--- src/rtl/dff_pkg.sv ---
// Shared widths and constants for the dff_pipe delay line.
package dff_pkg;

  localparam int DEFAULT_WIDTH   = 4;
  localparam int DEFAULT_DEPTH   = 4;
  localparam int DEFAULT_RST_VAL = 0;

  function automatic int clog2(input int n);
    int r;
    r = 0;
    for (int v = n - 1; v > 0; v = v >> 1) begin
      r++;
    end
    return r;
  endfunction

  // A single-stage pipe still needs a 1-bit tap select.
  function automatic int tap_width(input int depth);
    return (clog2(depth) < 1) ? 1 : clog2(depth);
  endfunction

  function automatic int cnt_width(input int depth);
    return clog2(depth + 1);
  endfunction

endpackage

--- src/rtl/dff_pipe_if.sv ---
// Data/control bundle between a producer and the dff_pipe delay line.
interface dff_pipe_if
  import dff_pkg::*;
#(
  parameter int WIDTH = DEFAULT_WIDTH,
  parameter int DEPTH = DEFAULT_DEPTH
);

  localparam int TW = tap_width(DEPTH);
  localparam int CW = cnt_width(DEPTH);

  logic             en;
  logic             clr;
  logic [WIDTH-1:0] d;
  logic             d_vld;
  logic [TW-1:0]    tap;
  logic [WIDTH-1:0] q;
  logic             q_vld;
  logic [WIDTH-1:0] tap_q;
  logic             tap_vld;
  logic [CW-1:0]    fill_cnt;
  logic             full;

  modport master (
    output en, clr, d, d_vld, tap,
    input  q, q_vld, tap_q, tap_vld, fill_cnt, full
  );

  modport slave (
    input  en, clr, d, d_vld, tap,
    output q, q_vld, tap_q, tap_vld, fill_cnt, full
  );

endinterface

--- src/rtl/dff_stage.sv ---
// One pipeline slot: WIDTH data bits plus a valid bit, with reset, flush and enable.
module dff_stage #(
  parameter int               WIDTH   = 4,
  parameter logic [WIDTH-1:0] RST_VAL = '0
) (
  input  logic             clk_i,
  input  logic             res_i,
  input  logic             en_i,
  input  logic             clr_i,
  input  logic [WIDTH-1:0] d_i,
  input  logic             vld_i,
  output logic [WIDTH-1:0] q_o,
  output logic             vld_o
);

  logic [WIDTH-1:0] data_q, data_d;
  logic             vld_q, vld_d;

  always_comb begin
    data_d = data_q;
    vld_d  = vld_q;
    if (en_i) begin
      data_d = d_i;
      vld_d  = vld_i;
    end
  end

  // Flush behaves exactly like reset and overrides the enable.
  always_ff @(posedge clk_i) begin
    if (!res_i || clr_i) begin
      data_q <= RST_VAL;
      vld_q  <= 1'b0;
    end else begin
      data_q <= data_d;
      vld_q  <= vld_d;
    end
  end

  assign q_o   = data_q;
  assign vld_o = vld_q;

endmodule

--- src/rtl/dff_pipe.sv ---
// Enable-gated WIDTH x DEPTH delay line with per-stage valid, flush, tap mux and occupancy count.
module dff_pipe
  import dff_pkg::*;
#(
  parameter int               WIDTH   = DEFAULT_WIDTH,
  parameter int               DEPTH   = DEFAULT_DEPTH,
  parameter logic [WIDTH-1:0] RST_VAL = WIDTH'(DEFAULT_RST_VAL)
) (
  input  logic       clk_i,
  input  logic       res_i,
  dff_pipe_if.slave  bus
);

  localparam int CW = cnt_width(DEPTH);

  logic [WIDTH-1:0] stData [DEPTH];
  logic             stVld  [DEPTH];

  for (genvar i = 0; i < DEPTH; i++) begin : g_stage
    logic [WIDTH-1:0] inData;
    logic             inVld;
    if (i == 0) begin : g_head
      assign inData = bus.d;
      assign inVld  = bus.d_vld;
    end else begin : g_body
      assign inData = stData[i-1];
      assign inVld  = stVld[i-1];
    end
    dff_stage #(.WIDTH(WIDTH), .RST_VAL(RST_VAL)) u_stage (
      .clk_i (clk_i),
      .res_i (res_i),
      .en_i  (bus.en),
      .clr_i (bus.clr),
      .d_i   (inData),
      .vld_i (inVld),
      .q_o   (stData[i]),
      .vld_o (stVld[i])
    );
  end

  logic [CW-1:0] cnt_q, cnt_d;
  logic          full_q, full_d;

  // A word entering and one leaving on the same edge cancel out.
  always_comb begin
    cnt_d = cnt_q;
    if (bus.en) begin
      cnt_d = cnt_q + CW'(bus.d_vld) - CW'(stVld[DEPTH-1]);
    end
    full_d = (cnt_d == CW'(DEPTH));
  end

  always_ff @(posedge clk_i) begin
    if (!res_i || bus.clr) begin
      cnt_q  <= '0;
      full_q <= 1'b0;
    end else begin
      cnt_q  <= cnt_d;
      full_q <= full_d;
    end
  end

  logic [WIDTH-1:0] tapData;
  logic             tapVld;

  // Out-of-range selects fall through to the reset value with valid low.
  always_comb begin
    tapData = RST_VAL;
    tapVld  = 1'b0;
    for (int i = 0; i < DEPTH; i++) begin
      if (int'(bus.tap) == i) begin
        tapData = stData[i];
        tapVld  = stVld[i];
      end
    end
  end

  assign bus.q        = stData[DEPTH-1];
  assign bus.q_vld    = stVld[DEPTH-1];
  assign bus.tap_q    = tapData;
  assign bus.tap_vld  = tapVld;
  assign bus.fill_cnt = cnt_q;
  assign bus.full     = full_q;

endmodule
--- src/flat_wrapper.sv ---
// flat-port wrapper written by rule: the top's interface ports become plain ports
module dff_pipe_flat import dff_pkg::*;
#(
  parameter int               WIDTH   = DEFAULT_WIDTH,
  parameter int               DEPTH   = DEFAULT_DEPTH,
  parameter logic [WIDTH-1:0] RST_VAL = WIDTH'(DEFAULT_RST_VAL)
)
  (clk_i, res_i, bus_en, bus_clr, bus_d, bus_d_vld, bus_tap, bus_q, bus_q_vld, bus_tap_q, bus_tap_vld, bus_fill_cnt, bus_full);
  dff_pipe_if #(.WIDTH(WIDTH), .DEPTH(DEPTH)) bus_i ();
  input  logic clk_i;
  input  logic res_i;
  input wire logic [$bits(bus_i.en)-1:0] bus_en;
  input wire logic [$bits(bus_i.clr)-1:0] bus_clr;
  input wire logic [$bits(bus_i.d)-1:0] bus_d;
  input wire logic [$bits(bus_i.d_vld)-1:0] bus_d_vld;
  input wire logic [$bits(bus_i.tap)-1:0] bus_tap;
  output wire logic [$bits(bus_i.q)-1:0] bus_q;
  output wire logic [$bits(bus_i.q_vld)-1:0] bus_q_vld;
  output wire logic [$bits(bus_i.tap_q)-1:0] bus_tap_q;
  output wire logic [$bits(bus_i.tap_vld)-1:0] bus_tap_vld;
  output wire logic [$bits(bus_i.fill_cnt)-1:0] bus_fill_cnt;
  output wire logic [$bits(bus_i.full)-1:0] bus_full;
  assign bus_i.en = bus_en;
  assign bus_i.clr = bus_clr;
  assign bus_i.d = bus_d;
  assign bus_i.d_vld = bus_d_vld;
  assign bus_i.tap = bus_tap;
  assign bus_q = bus_i.q;
  assign bus_q_vld = bus_i.q_vld;
  assign bus_tap_q = bus_i.tap_q;
  assign bus_tap_vld = bus_i.tap_vld;
  assign bus_fill_cnt = bus_i.fill_cnt;
  assign bus_full = bus_i.full;
  dff_pipe #(.WIDTH(WIDTH), .DEPTH(DEPTH), .RST_VAL(RST_VAL)) u_core (.clk_i(clk_i), .res_i(res_i), .bus(bus_i));
endmodule
--- config.mk ---
export PLATFORM = sky130hd
export DESIGN_NAME = dff_pipe_flat
export DESIGN_NICKNAME = d
export VERILOG_FILES = /design/src/rtl/dff_pkg.sv /design/src/rtl/dff_pipe_if.sv /design/src/rtl/dff_stage.sv /design/src/rtl/dff_pipe.sv /design/src/flat_wrapper.sv
export SDC_FILE = /design/constraint.sdc
export NUM_CORES = 1
export LEC_CHECK = 0
export ABC_AREA = 1
export CORE_MARGIN = 2
export CORE_UTILIZATION = 40
export DETAILED_ROUTE_END_ITERATION = 7
export GPL_ROUTABILITY_DRIVEN = 0
export GPL_TIMING_DRIVEN = 0
export PLACE_DENSITY = 0.74
export SETUP_SLACK_MARGIN = 0.02
export SLEW_MARGIN = 20
export SYNTH_ARGS = -nofsm -noshare
export SYNTH_HDL_FRONTEND = slang
export SYNTH_SLANG_ARGS = --single-unit
--- constraint.sdc ---
create_clock -name clk_i -period 5 [get_ports clk_i]
set_input_delay 1.5 -clock clk_i [delete_from_list [all_inputs] [get_ports clk_i]]
set_output_delay 1.5 -clock clk_i [all_outputs]
set_load 0.05 [all_outputs]
==> results.ini <==
[min_path]
hp-class=register to register
worstHoldPathCells=2
hold_end=u_core.g_stage[3].u_stage.vld_o
min_from=u_core.g_stage[2].u_stage.vld_o

[synth]
synth_ff_type=dfxtp_1
yosysMostFrequentCell=nand2_1
synth_top_area_frac=0.462
synth_warnings=0
yosysTopAreaCell=dfxtp_1
syn_area_um2=1040
yosysSeqAreaShare=0.462
synthTopCellsByCount=67 x nand2_1, 24 x dfxtp_1, 20 x a21oi_1, 12 x inv_1, 7 x nor2_1
synth_edf_count=0
yosys-top-cells-area=dfxtp_1 46%, nand2_1 24%, a21oi_1 9.6%
yosysUniqueCellTypes=12
syn_avg_cell_area_um2=6.93
syn_inst=150
synthArstFlopShare=0
synth_nets=164
ys_seq_elements=24

[clock_network]
cts-root-buf=clkbuf_4
cts_tree=done
cts_post_setup_buffers_inserted=0
cts_buffers=3
clk-insertion-delay-late_ps=300
clkTransAtPathRegs_ps=120
cts-htree-levels=1
cts_num_sinks=24
cts_max_path_buffers=2

[timing]
drv_slew=0
fmax_mhz=204
finalClockSkew_ps=2.66
rsz0062_at_grt=false
fin_crit_sh=0.978
final_hold_viol_count=0
timing.final.crit_period_ps=4890
setup_viol=0
worst_pin_slew_ps=500
tns_ps=0
relSlewSlack=0.666

[worst_setup_path]
rr_startpoint=u_core.bus.fill_cnt[0]
r2r_cells=11
r2r_setup_slack_ps=3280
reg2reg_to=u_core.bus.fill_cnt[2]
critical_path_class=primary input to output port
worstPathMaxFanout=5
cp-end-kind=output port
arrival_ps=3390
crit_path_cell_trace=clkdlybuf4s50_1 -> nor2_1 -> nand2_1 -> nand4_1 -> clkdlybuf4s50_1
slowest_delay_ps=800
cp_slowest_cell=clkdlybuf4s50_1
crit_required_ps=3500
start_kind=primary input
cpMostUsedCell=clkdlybuf4s50_1

[placed_design]
place_inst=204
post-dp-hpwl_um=1740
port_buffers=24
post_dp_cell_area_um2=1320

[route]
drt_first_pass_iters=4
wirelength_um=2330
drc=0
wire_per_inst_um=11.3
vias_per_cell=4.97
first_iter_violations=32
ant_nets=0
vias=1029

[global_routing]
grtUsageTotal=0.181
grt_pass1_vias=888
antenna_found_initial=0
grt-ovfl-total=0
grt_max_degree=13
grt_pass1_wl_um=3830

[floorplanning]
design.die.area_um2=3020
fp.dieW_um=55.0
fp-row-count=18
start_util=0.420
design.portCount=25
core_area_um2=2480
dieHeight_um=55.0

[final_layout]
drive_gt1_frac=0.0565
fillCellCount=242
num-nets-final=193
final_cells=207
regArea_um2=480
multi_input_area_um2=480
n_antenna_cell=0
final_area_um2=1350
area_delta_synth_final_pct=29.4

[status]
status=complete, no violations

[power_and_ir_drop]
p_leak_nw=0.557
ir_drop_uv=131
power_density_nw_per_um2=234

[job]
cap_violations=0

[power breakdown]
group / switching [W] / internal [W] / total, W
sequential: 0.00000171 / 0.000194 / 0.000195
combinational: 0.0000245 / 0.0000159 / 0.0000404
clock: 0.0000511 / 0.0000281 / 0.0000792
total: 0.0000773 / 0.000238 / 0.000315
[sequential cells by signal (all words and copies together), names as in the netlist]
register,cells
u_core.bus.fill_cnt,3
u_core.g_stage.u_stage.q_o,16
u_core.bus.full,1
u_core.g_stage.u_stage.vld_o,4
[how the worst max path moves through the flow]
stage	end	cells past startpoint	from
2_1_floorplan	bus_tap_q[0]	4	bus_tap[0]
3_3_place_gp	bus_tap_vld	6	bus_tap[0]
3_5_place_dp	bus_tap_vld	6	bus_tap[0]
4_1_cts	bus_tap_vld	6	bus_tap[0]
5_1_grt	bus_tap_q[1]	6	bus_tap[1]
6_report	bus_tap_q[1]	5	bus_tap[1]
[per-stage QoR]
| step | setup WS, ps | util | power [W] | hold WS, ps |
|---|---|---|---|---|
| 2_1_floorplan | 1300 | - | 0.000223 | 449 |
| 4_1_cts | 75.8 | 0.541 | 0.000320 | 483 |
| 3_5_place_dp | 76.8 | 0.532 | 0.000240 | 469 |
| 6_report | 109 | 0.543 | 0.000315 | 485 |
| 3_3_place_gp | 127 | 0.532 | 0.000239 | 462 |
| 5_1_grt | 22.0 | 0.543 | 0.000332 | 506 |
[what timing repair did]
action,CTS,global route
resized for setup,0,2
hold buffers,0,0
hold endpoints to repair,0,0
setup endpoints to repair,0,2
[logic make-up after synthesis]
group	share of synthesized area
AO/OA/AOI/OAI	0.106
adder cells (fa/ha/maj)	0.0433
buffers and inverters	0.0758
flip-flops	0.462
AND/OR/NAND/NOR	0.313
[final cells by class]
type,instances,share of cell area
buffer,6,0.0223
sequential,24,0.357
inverter,13,0.0363
multi-input combinational,107,0.357
clock buffer,3,0.0167
tap,30,0.0279
timing repair buffer,24,0.182
[critical path: cells and delay by family]
kind | cells | cell delay [ps]
and+or+nand+nor | 3 | 630
buffers and inverters | 2 | 1250
[per-layer routing]
metal	up-vias	track usage	wire length, um
li1	530	-	-
met5	-	0	0
met2	31	0.290	1110
met4	0	0.0854	58
met1	461	0.233	1040
met3	7	0.0349	125
[cells in the final DEF, fill, tap and decap left out]
master,n
inv_2,1
dfxtp_1,24
clkbuf_4,3
clkdlybuf4s50_1,22
ha_1,2
a21oi_1,20
nand3_1,2
nand4_1,6
nor2_1,7
fa_1,1
inv_1,12
dlymetal6s2s_1,2
nand2_1,67
buf_2,6
o21ai_1,2
Power figures use the tool's default switching activity.
==> RTL change: new RTL, same flow settings <==
Change the package constant `DEFAULT_WIDTH` from 4 to 3.
--- a/src/rtl/dff_pkg.sv
+++ b/src/rtl/dff_pkg.sv
@@ -2,5 +2,5 @@
 package dff_pkg;
 
-  localparam int DEFAULT_WIDTH   = 4;
+  localparam int DEFAULT_WIDTH   = 3;
   localparam int DEFAULT_DEPTH   = 4;
   localparam int DEFAULT_RST_VAL = 0;
Interface: changed (resized bus_d, bus_q and bus_tap_q); port bits go from 25 to 22. No check against the original RTL was run, so the function may have changed too.
==> RTL change against the original RTL <==
Count of clock-buffer cells in the layout unchanged; wire length fell by 19%; sequential cell count is 4 lower; combinational power grew 16%; setup slack improved by 0.022 ns; design area down 12%; total power rose by 9.3%; clock power is 69% higher; synthesized area shrank 13%; critical endpoint unchanged; highest routed layer unchanged.
==> RTL change: results (changes against the original RTL) <==
Global route
  – Global-route wire length before repair: 3180 µm (-17%)
  – Gr usage total: 16.1% (-1.9 points)
  – Number of global-route vias before repair: 696 (-22%)

Synthesis
  – Cell variety after synth: 15 (+3)
  – Syn Nets: 138 (-16%)
  – Mapped Cells: 125 (-17%)
  – Register area share after synthesis: 44.3% (-1.9 points)
  – Synth top cells by count: nand2_1 (43), dfxtp_1 (20), a21oi_1 (16)

Setup path
  – Crit Path Max Fanout: 7 (+2)

STA
  – Worst Skew: 0.000662 ns (-0.00200 ns)

Place
  – DP Area: 1130 µm² (-14%)
  – Pre-CTS setup slack: 0.0667 ns (-0.0101 ns)

Cells and area
  – Non-CTS buffers: 25 (-17%)
  – Reg area: 400 µm² (-17%)
  – Area delta synth->final: 31.6%
  – NumNets Final: 162 (-16%)
  – ClkCell Share: 4.42% (+2.7 points)
  – Multi-input gate count: 88 (-18%)
  – Fin cells: 176 (-15%)
  – Multi-input logic area: 419 µm² (-13%)
  – Inverter count: 11 (-2)
  – Max reg flops: 12 (-4)

Run status
  – Status: complete, no violations

CTS
  – CTS Sinks: 20 (-17%)

Routing
  – Post-Route M1 WL: 854 µm (-17%)
  – WL met2: 903 µm (-19%)

Pwr
  – Peak VDD IR: 0.000194 V (+48%)
RTL change: cell types whose count changed after synthesis, moves of 3 or more:
cell     unedited run  this run
a21oi_1            20        16
a31oi_1             0         4
dfxtp_1            24        20
inv_1              12         9
nand2_1            67        43
nand3_1             2         6
nand4_1             6         1
o21ai_0             0         4
RTL change: final timing paths:
| check | start | endpoint | slack, ns | cells past startpoint |
|---|---|---|---|---|
| max reg2reg | u_core.bus.fill_cnt[0]$_SDFF_PP0_ | u_core.bus.full$_SDFF_PP0_ | 3.27 | 8 |
| min reg2reg | u_core.g_stage[1].u_stage.vld_o$_SDFFE_PP0P_ | u_core.g_stage[2].u_stage.vld_o$_SDFFE_PP0P_ | 0.48 | 2 |
| max | bus_tap[0] | bus_tap_q[1] | 0.13 | 5 |
| min | u_core.g_stage[1].u_stage.vld_o$_SDFFE_PP0P_ | u_core.g_stage[2].u_stage.vld_o$_SDFFE_PP0P_ | 0.48 | 2 |
RTL change: power by group through the flow:
stage | Clock, W | Combinational (W) | Sequential [W]
4_1_cts | 0.000138 | 0.0000474 | 0.000163
6_report | 0.000134 | 0.0000470 | 0.000163
2_1_floorplan | 0 | 0.0000275 | 0.000170
5_1_grt | 0.000144 | 0.0000513 | 0.000163
3_3_place_gp | 0 | 0.0000466 | 0.000167
3_5_place_dp | 0 | 0.0000472 | 0.000167
RTL change: kinds of logic (layout without fill, tap and decap cells):
family	after synthesis	in the layout	synth area share (%)
adder cells (fa/ha/maj)	3	3	4.99
AO/OA/AOI/OAI	26	26	15.8
flip-flops	20	20	44.3
buffers and inverters	17	40	9.28
AND/OR/NAND/NOR	59	59	25.6
RTL change: layer usage:
metal | global-route usage (%) | vias to the layer above
met4 | 7.89 | 0
met2 | 23.7 | 26
met3 | 2.59 | 5
li1 | - | 448
met5 | 0 | -
met1 | 22.9 | 377
